==> src/rtl/nbit_adder_pkg.sv <==
// Shared constants for the parallel adder datapath block.
package nbit_adder_pkg;

    localparam int ADDER_DEFAULT_WIDTH = 4;

endpackage : nbit_adder_pkg

==> src/rtl/full_adder.sv <==
// Single-bit full adder cell; the top level chains N of these into a ripple-carry adder.
module full_adder (
    input  logic a,
    input  logic b,
    input  logic cin,
    output logic s,
    output logic cout
);

    logic half_sum;

    assign half_sum = a ^ b;
    assign s        = half_sum ^ cin;
    assign cout     = (a & b) | (cin & half_sum);

endmodule : full_adder

==> src/rtl/nbit_parallel_adder.sv <==
// Registered N-bit ripple-carry adder exposing the full per-bit carry chain.
module nbit_parallel_adder
    import nbit_adder_pkg::*;
#(
    parameter int N = ADDER_DEFAULT_WIDTH
) (
    input  logic         clk,
    input  logic         rst_n,
    input  logic         in_valid,
    input  logic [N-1:0] in1,
    input  logic [N-1:0] in2,
    input  logic         ic,
    output logic [N-1:0] out,
    output logic [N-1:0] oc,
    output logic         out_valid
);

    // chain[i] is the carry into bit i; chain[0] is the external carry-in.
    logic [N:0]   chain;
    logic [N-1:0] sum;

    assign chain[0] = ic;

    for (genvar i = 0; i < N; i++) begin : g_bit
        full_adder u_fa (
            .a    (in1[i]),
            .b    (in2[i]),
            .cin  (chain[i]),
            .s    (sum[i]),
            .cout (chain[i+1])
        );
    end

    // NOTE: non-blocking assignments keep every register sampling pre-edge values;
    // blocking here would let later statements see this cycle's updates.
    always_ff @(posedge clk) begin
        if (!rst_n) begin
            out       <= '0;
            oc        <= '0;
            out_valid <= 1'b0;
        end else begin
            out_valid <= in_valid;
            // Capture only on valid cycles so garbage on idle inputs never reaches the outputs.
            if (in_valid) begin
                out <= sum;
                oc  <= chain[N:1];
            end
        end
    end

endmodule : nbit_parallel_adder

==> config.mk <==
export PLATFORM = sky130hd
export DESIGN_NAME = nbit_parallel_adder
export DESIGN_NICKNAME = d
export VERILOG_FILES = /design/src/rtl/nbit_adder_pkg.sv /design/src/rtl/full_adder.sv /design/src/rtl/nbit_parallel_adder.sv
export SDC_FILE = /design/constraint.sdc
export NUM_CORES = 1
export LEC_CHECK = 0
export ABC_CLOCK_PERIOD_IN_PS = 3690
export CAP_MARGIN = 20
export CORE_AREA = 5 5 42 44
export CTS_CLUSTER_SIZE = 40
export DETAILED_ROUTE_END_ITERATION = 16
export DIE_AREA = 0 0 47 49
export PLACE_DENSITY = 0.73
export SLEW_MARGIN = 20
export SYNTH_ARGS = -nofsm -noshare
export SYNTH_HDL_FRONTEND = slang
export SYNTH_SLANG_ARGS = --single-unit
export TNS_END_PERCENT = 1
==> constraint.sdc <==
create_clock -name clk -period 3.69 [get_ports clk]
set_input_delay 1.107 -clock clk [delete_from_list [all_inputs] [get_ports clk]]
set_output_delay 1.107 -clock clk [all_outputs]
set_load 0.01 [all_outputs]
# [Yosys cells after proc, flatten, opt, wreduce, memory -nomap -nowiden]
# Cells that the tools add are included.
[word_totals] out_inout_bits=9 latch_bits=0 register_bits=9 ram_bits=0 mem_count=0 mem_bits_ro=0 wordCells=23 in_bits=12
[op_classes] bitwise=20 div_mod_pow=0 n_mux=0 shifts=0 order_cmp=0 mul=0 reduce_logical=0 addsub=0 n_eq_ne=0
[ops] op="1-bit AND" n=8
[ops] op="1-bit bitwise XOR" n=8
[ops] op="1-bit OR" n=4

# [Longest topological paths before layout]
[depth] depth_word=9 ltp_mapped=6 depth_no_buf=6

# [Hierarchy]
# A second synthesis with hierarchy kept.
[hier_totals] cells_unflattened=31 area_unflattened_um2=409.1
[by_module_without_submodules] module="nbit_parallel_adder" cells_each=27 seq_area_each_um2=180.2 area_each_um2=329.1 n_inst=1
[by_module_without_submodules] module="full_adder" cells_each=1 seq_area_each_um2=0.0 area_each_um2=20.0 n_inst=4

# [Worst setup path before layout]
# Ideal clock, no wire load.
[synth_path] path_kind="input -> register" from="in in1[0]" to="reg out[3]" setup_slack_ns=0.625 setup_time_ns=0.116 required_ns=3.574 path_stages=6 path_buffers=0 t_arrival_ns=2.949 path_cell_list="fa_1 > fa_1 > fa_1 > fa_1 > mux2i_1 > nor2b_1"
[synth_between] elab_chain_len=8 elab_cells_between_ends=9 cone_classes="9 x bitwise"
[synth_lines] element="start, declared" line_no="nbit_parallel_adder.sv:10" text="input logic [N-1:0] in1,"
[synth_lines] element="1-bit bitwise XOR" line_no="full_adder.sv:12" text="assign half_sum = a ^ b;"
[synth_lines] element="1-bit AND" line_no="full_adder.sv:14" text="assign cout = (a & b) | (cin & half_sum);"
[synth_lines] element="1-bit OR *" line_no="full_adder.sv:14"
[synth_lines] element="1-bit AND *" line_no="full_adder.sv:14"
[synth_lines] element="1-bit OR *" line_no="full_adder.sv:14"
[synth_lines] element="via g_bit[1].u_fa.cout" line_no="full_adder.sv:7" text="output logic cout"
[synth_lines] element="1-bit AND *" line_no="full_adder.sv:14"
[synth_lines] element="1-bit OR *" line_no="full_adder.sv:14"
[synth_lines] element="via g_bit[2].u_fa.cout" line_no="full_adder.sv:7"
[synth_lines] element="1-bit bitwise XOR *" line_no="full_adder.sv:13" text="assign s = half_sum ^ cin;"
[synth_lines] element="via g_bit[3].u_fa.s" line_no="full_adder.sv:6" text="output logic s,"
[synth_lines] element="end signal, assigned" line_no="nbit_parallel_adder.sv:45" text="out <= sum;"
[synth_lines] element="end, declared" line_no="nbit_parallel_adder.sv:13" text="output logic [N-1:0] out,"
# The timed path passes the listed nets; every way through them passes the cells marked *.
# A chain may end at the register's enable or synchronous reset.

# [Worst setup path in the final report]
[layout_path] from="in in1[0]" to="reg out[3]"
[layout_between] elab_chain_len=8 elab_cells_between_ends=9 cone_classes="9 x bitwise"
[layout_lines] element="1-bit bitwise XOR" line_no="full_adder.sv:12"
[layout_lines] element="1-bit AND" line_no="full_adder.sv:14"
[layout_lines] element="1-bit OR *" line_no="full_adder.sv:14"
[layout_lines] element="via g_bit[0].u_fa.cout" line_no="full_adder.sv:7"
[layout_lines] element="1-bit AND *" line_no="full_adder.sv:14"
[layout_lines] element="1-bit OR *" line_no="full_adder.sv:14"
[layout_lines] element="via g_bit[1].u_fa.cout" line_no="full_adder.sv:7"
[layout_lines] element="1-bit AND *" line_no="full_adder.sv:14"
[layout_lines] element="1-bit OR *" line_no="full_adder.sv:14"
[layout_lines] element="via g_bit[2].u_fa.cout" line_no="full_adder.sv:7"
[layout_lines] element="1-bit bitwise XOR *" line_no="full_adder.sv:13"
[layout_lines] element="via g_bit[3].u_fa.s" line_no="full_adder.sv:6"
# Marked as above.

==> metrics.txt <==
result of the run=completed; CTS Buf Count=3; Top-Level Pins=21; TritonCTS clock tree=built; total half-perimeter wirelength after legalization and detailed placement=around 630 um; Routability Congestion=between 0.6 and 0.7; FF/Latch Area=about 180 sq um; worst skew pair latency=~0.25 ns; number of filler cells placed in the layout=137; setup slack on the worst flop-to-flop path=between 3 and 4 ns; sequential share of the synthesized area=approximately 44%; worst hold path depth=2; wire length of the first global-routing pass=~1.3 mm; total via count after detailed routing=slightly below 300; antenna-violating nets left=0; Post CTS Setup Buffer Count=0; CP max stage delay=between 0.4 and 0.5 ns; Worst EP required=~3.8 ns; number of hold-slack violations in the final timing report=0; Die Height=between 40 and 50 um; layout cell share with drive strength beyond 1=a little under a tenth; RSZ-0062 raised after global routing=no; end of the worst register-to-register path=out[0]; launching point of the worst reg2reg path=out[0]; met3 WL post-DR=68 um; setup_tns=0 ns; worst min-delay path endpoint=out[2]; post-layout min period=3.33 ns; number of hold buffers added after cts=0; most numerous cell on the critical path=fa_1; skew final=0 ns; Max Transition Viols Final=0; Worst Setup Start Kind=input port; post-synthesis cell type count=6; final wirelength=between 700 and 800 um; Initial Utilization=approximately 30%; count of cells resized by post-cts repair=0; IO Port Bufs=20; post-synthesis instance total=31; signal arrival time at the worst endpoint=3.48 ns; Mapped Nets=47; number of synthesized register bits=9; CP max FO=2; combined global-route utilization of all metal layers=8.03%; Worst IR Drop VDD=~0.16 mV; Hold Startpoint=out[2]; CP max stage cell=fa_1; site row count=14; number of H-tree levels=1; drt first pass iters=2; Inserted Diodes=0; sum of routed wire segments on met1=around 340 um; Register-to-Register Path Depth=2; Synth Area per Inst=between 10 and 15 sq um; Die X-Extent=between 40 and 50 um; Die Outline Area=approximately 2300 sq um; Slew @ Worst Pin=0.507 ns; category of the worst setup path capture point=register; total leakage power=~0.26 nW; count of unresolved DRC violations after routing=0; post-synthesis to final-layout area growth=57.8%; first-iteration detailed-routing DRC count=3; total length of routed met2 wires=around 370 um; post-route clock period utilization=roughly nine tenths; Hold WS=approximately 0.52 ns; class of the most critical setup path=input port to register; worst hold-check path type=register to register; clock sink total=9; via count of the first global-routing pass=between 300 and 400; initial antenna violation count=0; area of the multi-input gates=218 sq um; Max-Slew Margin vs Limit=66.1%; clock slew at the register clock pins of the worst setup and hold paths=roughly 0.060 ns; number of maximum-capacitance constraint violations=0; GRT Residual Overflow=0; pwr/cell area=between 300 and 400 nW/um^2; combined area of all synthesized cells=~410 sq um; total of endpoints with negative setup slack in the final report=0; CTS root buffer=clkbuf_4; number of warnings issued by yosys=0; cell breakdown of the critical path=clkdlybuf4s50_1, fa_1, fa_1, fa_1, fa_1, mux2i_1, nor2b_1; upper clock frequency limit=between 300 and 400 MHz; Nets=71; area of the core region=about 1400 sq um; final routed wire length divided by cell count=approximately 11 um; pin count of the biggest net entering global routing=10; via density per instance=~4.2; maximum buffer depth of the clock tree=2; highest metal layer with signal wires=met3
-- critical path, delay by kind of cell --
| kind | cells | cell delay, ns |
|---|---|---|
| adder cells (fa/ha/maj) | 4 | 1.75 |
| buffers and inverters | 1 | 0.43 |
| multiplexers | 1 | 0.14 |
| AND/OR/NAND/NOR | 1 | 0.06 |
-- logic make-up after synthesis --
group	synth area share, %
adders and majority gates	19.6
buffers and inverters	2.75
DFF	44.0
muxes	19.6
and+or+nand+nor	14.1
-- Yosys cell counts --
master | n | share of area (%)
dfxtp_1 | 9 | 44
mux2i_1 | 8 | 20
nor2b_1 | 8 | 12
fa_1 | 4 | 20
and2_2 | 1 | 1.8
buf_6 | 1 | 2.8
-- metal layers --
| layer | up-vias | GRT usage (%) |
|---|---|---|
| met5 | - | 0 |
| met4 | 0 | 2.76 |
| met3 | 0 | 3.69 |
| met2 | 10 | 11.5 |
| met1 | 136 | 10.4 |
| li1 | 146 | - |
-- power by group --
| part | leakage, nW | switching (mW) | internal (mW) |
|---|---|---|---|
| Sequential | 0.0744 | 0.00389 | 0.106 |
| Combinational | 0.169 | 0.0217 | 0.0374 |
| Clock | 0.0177 | 0.0352 | 0.0399 |
-- flip-flops by register name (all words and copies together), names as in the netlist --
register / flops
out_valid: 1
out: 4
oc: 4
-- through the flow --
stage / instance area, sq um / setup WS, ns / std cells / utilization, % / total power, mW
after floorplan: 409 / 0.625 / 31 / - / 0.138
after detailed placement: 618 / 0.0624 / 66 / 44.1 / 0.172
after global placement: 618 / 0.0977 / 66 / 44.1 / 0.170
final: 646 / 0.360 / 70 / 46.1 / 0.244
after global routing: 646 / 0.276 / 70 / 46.1 / 0.261
after CTS: 646 / 0.347 / 70 / 46.1 / 0.249
-- final cells by class --
class	instances	share of cell area, %
well taps	16	3.10
repair buffers	20	31.0
clock inverters	1	0.775
flip-flops and latches	9	27.9
multi-input cells	21	33.7
clock buffers	3	3.49
-- worst max path at each step --
| stage | startpoint | slack, ns | to |
|---|---|---|---|
| after global placement | in1[0] | 0.1 | out[3] |
| after CTS | in1[0] | 0.35 | out[3] |
| after floorplan | in1[0] | 0.63 | out[3] |
| final | in1[0] | 0.36 | out[3] |
| after global routing | in1[0] | 0.28 | out[3] |
| after detailed placement | in1[0] | 0.06 | out[3] |
-- cells in the final DEF (no fill, tap or decap) --
master,count
and2_2,1
clkbuf_4,3
clkdlybuf4s50_1,20
clkinv_2,1
dfxtp_1,9
fa_1,4
mux2i_1,8
nor2b_1,8
Note: power is estimated with default switching activity, not from simulation.
